<file path="config.mk">
export PLATFORM = sky130hd
export DESIGN_NAME = fifo_rd_stream_flat
export DESIGN_NICKNAME = d
export VERILOG_FILES = /design/src/rtl/fifo_pkg.sv /design/src/rtl/fifo_rd_stream_if.sv /design/src/rtl/fifo_rd_stream_skid_buf2.sv /design/src/rtl/fifo_rd_stream.sv /design/src/flat_wrapper.sv
export SDC_FILE = /design/constraint.sdc
export NUM_CORES = 1
export LEC_CHECK = 0
export ABC_AREA = 1
export CELL_PAD_IN_SITES_DETAIL_PLACEMENT = 1
export CELL_PAD_IN_SITES_GLOBAL_PLACEMENT = 2
export CORE_MARGIN = 5
export CORE_UTILIZATION = 33
export DETAILED_ROUTE_END_ITERATION = 16
export PLACE_DENSITY_LB_ADDON = 0.1
export SKIP_CTS_REPAIR_TIMING = 1
export SYNTH_ARGS = -nofsm -noshare
export SYNTH_HDL_FRONTEND = slang
export SYNTH_SLANG_ARGS = --single-unit
</file>
<file path="constraint.sdc">
create_clock -name rclk -period 3.83 [get_ports rclk]
set_clock_uncertainty 0.15 [all_clocks]
set_input_delay 0.766 -clock rclk [delete_from_list [all_inputs] [get_ports rclk]]
set_output_delay 0.766 -clock rclk [all_outputs]
set_load 0.05 [all_outputs]
</file>
<file path="src/rtl/fifo_pkg.sv">
// Shared definitions for the dual-clock FIFO and its read-side stream consumer.
package fifo_pkg;

  localparam int DSIZE_DEF     = 8;
  localparam int BURST_LEN_DEF = 4;
  localparam int BCW_DEF       = 2;
  localparam int CNTW_DEF      = 16;

  typedef enum logic [1:0] {
    IDLE   = 2'd0,
    RUN    = 2'd1,
    FINISH = 2'd2
  } state_t;

endpackage

</file>
<file path="src/rtl/fifo_rd_stream_if.sv">
// FIFO read port plus valid/ready output stream of the read-side consumer.
interface fifo_rd_stream_if
  import fifo_pkg::*;
#(
  parameter int DSIZE = DSIZE_DEF
);

  logic             rempty;
  logic [DSIZE-1:0] rdata;
  logic             rinc;
  logic             m_valid;
  logic [DSIZE-1:0] m_data;
  logic             m_last;
  logic             m_ready;

  modport master (
    input  rempty, rdata, m_ready,
    output rinc, m_valid, m_data, m_last
  );

  modport slave (
    output rempty, rdata, m_ready,
    input  rinc, m_valid, m_data, m_last
  );

endinterface

</file>
<file path="src/rtl/fifo_rd_stream_skid_buf2.sv">
// Two-entry {last, data} buffer with occupancy count; entry 0 is always the head.
module skid_buf2
  import fifo_pkg::*;
#(
  parameter int DSIZE = DSIZE_DEF
) (
  input  logic             rclk,
  input  logic             rrst,
  input  logic             push,
  input  logic             push_last,
  input  logic [DSIZE-1:0] push_data,
  input  logic             pop,
  output logic             head_last,
  output logic [DSIZE-1:0] head_data,
  output logic [1:0]       level
);

  logic [DSIZE:0] ent0;
  logic [DSIZE:0] ent1;
  logic [DSIZE:0] din;

  assign din = {push_last, push_data};
  assign {head_last, head_data} = ent0;

  // The producer never pushes at level 2 and the consumer never pops at level 0.
  always_ff @(posedge rclk or posedge rrst) begin
    if (rrst) begin
      ent0  <= '0;
      ent1  <= '0;
      level <= 2'd0;
    end else begin
      case ({push, pop})
        2'b10: begin
          if (level == 2'd0) ent0 <= din;
          else               ent1 <= din;
          level <= level + 2'd1;
        end
        2'b01: begin
          ent0  <= ent1;
          level <= level - 2'd1;
        end
        2'b11: begin
          if (level == 2'd1) begin
            ent0 <= din;
          end else begin
            ent0 <= ent1;
            ent1 <= din;
          end
        end
        default: ;
      endcase
    end
  end

endmodule

</file>
<file path="src/rtl/fifo_rd_stream.sv">
// Read-domain consumer: pops the FIFO into a 2-entry buffer and streams words
// out in fixed-length frames, stopping only on frame boundaries.
module fifo_rd_stream
  import fifo_pkg::*;
#(
  parameter int DSIZE     = DSIZE_DEF,
  parameter int BURST_LEN = BURST_LEN_DEF,
  parameter int BCW       = BCW_DEF,
  parameter int CNTW      = CNTW_DEF
) (
  input  logic            rclk,
  input  logic            rrst,
  fifo_rd_stream_if.master bus,
  input  logic            en,
  output logic [CNTW-1:0] word_cnt,
  output logic [1:0]      buf_level,
  output logic            busy
);

  localparam logic [BCW-1:0] LAST_BEAT = BCW'(BURST_LEN - 1);

  state_t           state;
  state_t           state_next;
  logic [BCW-1:0]   beat_cnt;
  logic [BCW-1:0]   beat_cnt_next;
  logic             beat_wrap;
  logic             xfer;
  logic             buf_last;
  logic [DSIZE-1:0] buf_data;

  // Pop depends only on state, buffer level and the registered empty flag.
  assign bus.rinc  = (state == RUN || state == FINISH) && !bus.rempty && (buf_level != 2'd2);
  assign beat_wrap = (beat_cnt == LAST_BEAT);
  assign xfer      = bus.m_valid && bus.m_ready;

  assign bus.m_valid = (buf_level != 2'd0);
  assign bus.m_data  = buf_data;
  assign bus.m_last  = buf_last;
  assign busy        = (state != IDLE);

  always_comb begin
    beat_cnt_next = beat_cnt;
    if (bus.rinc) beat_cnt_next = beat_wrap ? '0 : beat_cnt + 1'b1;
  end

  skid_buf2 #(
    .DSIZE (DSIZE)
  ) u_buf (
    .rclk      (rclk),
    .rrst      (rrst),
    .push      (bus.rinc),
    .push_last (beat_wrap),
    .push_data (bus.rdata),
    .pop       (xfer),
    .head_last (buf_last),
    .head_data (buf_data),
    .level     (buf_level)
  );

  always_ff @(posedge rclk or posedge rrst) begin
    if (rrst) begin
      state    <= IDLE;
      beat_cnt <= '0;
      word_cnt <= '0;
    end else begin
      state    <= state_next;
      beat_cnt <= beat_cnt_next;
      if (xfer) word_cnt <= word_cnt + 1'b1;
    end
  end

  // Leaving RUN/FINISH is allowed only once the current frame is complete.
  always_comb begin
    state_next = state;
    case (state)
      IDLE:   if (en) state_next = RUN;
      RUN:    if (!en) state_next = (beat_cnt_next == '0) ? IDLE : FINISH;
      FINISH: begin
        if (en)                        state_next = RUN;
        else if (beat_cnt_next == '0)  state_next = IDLE;
      end
      default: state_next = IDLE;
    endcase
  end

endmodule
</file>
<file path="src/flat_wrapper.sv">
// flat-port wrapper written by rule: the top's interface ports become plain ports
module fifo_rd_stream_flat import fifo_pkg::*;
#(
  parameter int DSIZE     = DSIZE_DEF,
  parameter int BURST_LEN = BURST_LEN_DEF,
  parameter int BCW       = BCW_DEF,
  parameter int CNTW      = CNTW_DEF
)
  (rclk, rrst, en, word_cnt, buf_level, busy, bus_rempty, bus_rdata, bus_m_ready, bus_rinc, bus_m_valid, bus_m_data, bus_m_last);
  fifo_rd_stream_if #(.DSIZE(DSIZE)) bus_i ();
  input  logic rclk;
  input  logic rrst;
  input  logic en;
  output logic [CNTW-1:0] word_cnt;
  output logic [1:0] buf_level;
  output logic busy;
  input wire logic [$bits(bus_i.rempty)-1:0] bus_rempty;
  input wire logic [$bits(bus_i.rdata)-1:0] bus_rdata;
  input wire logic [$bits(bus_i.m_ready)-1:0] bus_m_ready;
  output wire logic [$bits(bus_i.rinc)-1:0] bus_rinc;
  output wire logic [$bits(bus_i.m_valid)-1:0] bus_m_valid;
  output wire logic [$bits(bus_i.m_data)-1:0] bus_m_data;
  output wire logic [$bits(bus_i.m_last)-1:0] bus_m_last;
  assign bus_i.rempty = bus_rempty;
  assign bus_i.rdata = bus_rdata;
  assign bus_i.m_ready = bus_m_ready;
  assign bus_rinc = bus_i.rinc;
  assign bus_m_valid = bus_i.m_valid;
  assign bus_m_data = bus_i.m_data;
  assign bus_m_last = bus_i.m_last;
  fifo_rd_stream #(.DSIZE(DSIZE), .BURST_LEN(BURST_LEN), .BCW(BCW), .CNTW(CNTW)) u_core (.rclk(rclk), .rrst(rrst), .bus(bus_i), .en(en), .word_cnt(word_cnt), .buf_level(buf_level), .busy(busy));
endmodule
</file>
==> results list <==
* Result of the run: complete, no violations
* Yosys Warn Count: 0
- Type of element capturing the critical path: output pin
* Max-slew violation total from the final report: 0
- Clock tree synthesis selected as its root buffer the cell sky130_fd_sc_hd__clkbuf_8.
- Of the available clock period, the critical path in the final layout requires 0.836.
- Initial standard-cell utilization of the core: 0.343
- After the first detailed-routing iteration, the DRC count stood at 36.
* Insertion delay of the later-clocked pin in the worst-skew pair: 0.29 ns
- The analysis attributes to net switching a power of 1090 uW.
- Data arrival, critical path: 2.29 ns
- HPWL after detailed placement: 3.77 mm
- Switching part of the total power: 0.486
- Measured in cells, the most critical reg-to-reg path has a length of 10.
- VDD sags by at most 0.000464 V.
- Port-buffer cells: 42
- The die is 91.9 um wide.
- Post-Route WL: 4.85 mm
- End-of-flow core utilization: 0.435
* Total iterations of the first detailed-routing run: 4
- The initial antenna violation count is 0.
- Setup violations remaining at the end of the flow were counted as 0.
- The fraction of the mapped netlist area in compound gates is 0.0847.
* Synth Cell Area: 2220 sq um
- Synth cell types: 33
- Timing would allow up to 0.312 GHz.
* Most Frequent Cell on Critical Path: sky130_fd_sc_hd__clkdlybuf4s50_1
* Count of boundary I/O pins: 43
- The setup check on the worst reg-to-reg path leaves a slack of 1.33 ns.
* Cell depth of the worst min-delay path: 2
- At the end of routability-driven placement, the weighted congestion stood at 0.771.
* Fraction of power consumed by the clock network: 0.129
* Required time of the worst setup path: 2.91 ns
* Number of storage elements in the synthesis netlist: 40
- Vias in the first global route: 1832
- Setup repair after global routing missed its margin: no
* Cells along the critical path: clkdlybuf4s50_1 -> clkinv_1 -> nand3_4 -> inv_1 -> clkdlybuf4s50_1
* Adder and majority gate portion of the synthesized area: 0.0678
* Clock tree from TritonCTS: built
* Floorplan core area: 6460 sq um
* Reg-to-reg critical path endpoint: u_core.u_buf.ent0[8]
- Rel. slew slack: 0.505
- Min Tclk post-route: 3.20 ns
- Multiplexer fraction of the synthesized cell area: 0
- After detailed routing, the average wire length per cell comes to 12.9 um.
- The first global-routing pass estimated 8.80 mm of wire.
- The critical path contains buffers and inverters numbering 4 combined.
* Min-Delay Endpoint: u_core.u_buf.ent1[7]
- The number of antenna diodes in the final layout is 0.
- For this design the static power due to leakage is 0.00139 uW.
- DRC viols: 0
- Global-route usage over all layers: 0.127
- The tool flagged a number of max-cap violations equal to 0.
- Sequential share of the synthesized area: 0.452
- Slowest-stage cell, CP: sky130_fd_sc_hd__clkdlybuf4s50_1
* Largest net degree at the start of global routing: 21
- Dividing the detail-routed via count by the number of cells gives 4.57.
- The worst register-to-register path begins at u_core.u_buf.level[0].
* Parity-gate share of the synthesized area counting xor and xnor cells: 0.0474
- The internal portion of the total power is 1160 uW.
- At the pin with the least slew margin, the transition time is 0.741 ns.
- The share of total power dissipated in combinational logic is 0.560.
- Number of rows created at floorplan: 29
- CTS built an H-tree with a depth of 2.
* Critical path startpoint category: primary input
- Final Hold Fails: 0
* Pwr per Cell Area: 801 nW/um^2
- Of the total power, registers draw 0.311.
- Worst Path Class, Setup: in -> out
- Syn avg cell area: 8.83 sq um
* Synthesized net count: 276
- In this run the remaining antenna-violating nets after routing total 0.
- Of all nets on the critical path, the largest fanout is 5.
- Cell family with the largest share of critical-path delay: buffers and inverters
- Simple-gate share of the synthesized area: 0.263
- Summing over every cut layer, the via total after detailed routing is 1724.
- The clock passes through at most 2 buffers.
- Hold path start: u_core.u_buf.ent1[7]
* Worst Hold Class: reg -> reg
* Die height: 91.9 um
- Clock-pin slew was measured on the worst setup and hold paths at 0.08 ns.
* Delay of the slowest critical-path stage: 0.81 ns
- The die covers 8450 sq um.
- In the layout the commonest cells are sky130_fd_sc_hd__nand2_1 (53), sky130_fd_sc_hd__clkdlybuf4s50_1 (42), sky130_fd_sc_hd__inv_1 (40), sky130_fd_sc_hd__dfrtp_1 (40), sky130_fd_sc_hd__nor2_1 (18).
- The filler cells instantiated in the layout total 769.
- Area added between synthesis and finish: 26.8%
- Inserted Clock Buffers: 5
- Most common cell after layout, fill and taps aside: sky130_fd_sc_hd__nand2_1
- Number of instances in the synthesized netlist: 251
- Combinational family with the most area after synthesis: simple AND/OR/NAND/NOR gates
* Total clock sinks: 40
- Accumulated negative setup slack: 0 ns
- Overflow left after global routing: 0
- Layout cell share with drive strength beyond 1: 0.120
* Nets: 324
sequential cells by signal (all words and copies together), names as in the netlist:
name,count
u_core.u_buf.ent0,9
u_core.u_buf.ent1,9
u_core.u_buf.level,2
u_core.word_cnt,16
u_core.beat_cnt,2
u_core.state,2
worst register-to-register path: cells and delay by family, from the launching register on:
| family | cells | cell delay (ns) |
|---|---|---|
| buffers and inverters | 4 | 0.54 |
| AO/OA/AOI/OAI | 2 | 0.53 |
| adder cells (fa/ha/maj) | 2 | 0.52 |
| flip-flops | 1 | 0.42 |
| AND/OR/NAND/NOR | 2 | 0.26 |
power groups by stage:
stage,logic (uW),clock network [uW],registers (uW)
2_1_floorplan,626,0,1000
3_3_place_gp,1270,0,711
3_5_place_dp,1280,0,714
4_1_cts,1290,301,707
5_1_grt,1390,323,726
6_report,1260,289,701
worst max path at each step:
stage	startpoint	end	cells past startpoint
after floorplan	u_core.u_buf.level[0]	u_core.u_buf.ent0[0]	11
after global placement	bus_rempty	bus_rinc	5
after detailed placement	bus_rempty	bus_rinc	5
after CTS	bus_rempty	bus_rinc	5
after global routing	bus_rempty	bus_rinc	5
final	bus_rempty	bus_rinc	5
synth_stat cells, drive strengths merged:
master | number | area share
nand2 | 57 | 0.11
xnor2 | 6 | 0.024
nor3 | 1 | 0.0023
nor2 | 25 | 0.065
buf | 2 | 0.010
o211ai | 1 | 0.0056
o21ai | 14 | 0.037
o21bai | 2 | 0.0085
a31oi | 9 | 0.025
ha | 12 | 0.068
or2 | 9 | 0.025
dfrtp | 40 | 0.45
clkinv | 1 | 0.0017
a21oi | 3 | 0.0085
nand3 | 15 | 0.040
xor2 | 6 | 0.024
nand3b | 3 | 0.016
clkbuf | 1 | 0.0023
nand4 | 2 | 0.0056
inv | 42 | 0.071
cell families after synthesis:
family / after synthesis
AO/OA/AOI/OAI: 29
XOR/XNOR: 12
AND/OR/NAND/NOR: 112
buffers and inverters: 46
flip-flops: 40
adder cells (fa/ha/maj): 12
metrics by stage:
step	setup WS, ns	cell area [sq um]	instances	hold slack (ns)	power [uW]
after global routing	0.541	2810	377	0.366	2440
after CTS	0.614	2810	377	0.343	2300
final	0.627	2810	377	0.340	2250
after global placement	0.630	2720	369	0.319	1980
after floorplan	1.13	2220	251	0.304	1630
after detailed placement	0.621	2720	369	0.323	2000
layer usage:
| metal | part of all wire | vias up | global-route usage | wire length (um) |
|---|---|---|---|---|
| met5 | 0 | - | 0 | 0 |
| met4 | 0.011 | 0 | 0.0334 | 53 |
| met3 | 0.040 | 5 | 0.0311 | 192 |
| met2 | 0.49 | 28 | 0.215 | 2400 |
| met1 | 0.45 | 813 | 0.164 | 2210 |
| li1 | - | 878 | - | - |
area by class of cell:
cell class | count | area [sq um] | share of cell area
Inverter | 43 | 161 | 0.0574
Multi-Input combinational cell | 165 | 1030 | 0.365
Sequential cell | 40 | 1000 | 0.356
Clock buffer | 8 | 90.1 | 0.0321
Timing Repair Buffer | 44 | 435 | 0.155
Tap cell | 77 | 96.3 | 0.0343
Power figures use the tool's default switching activity.
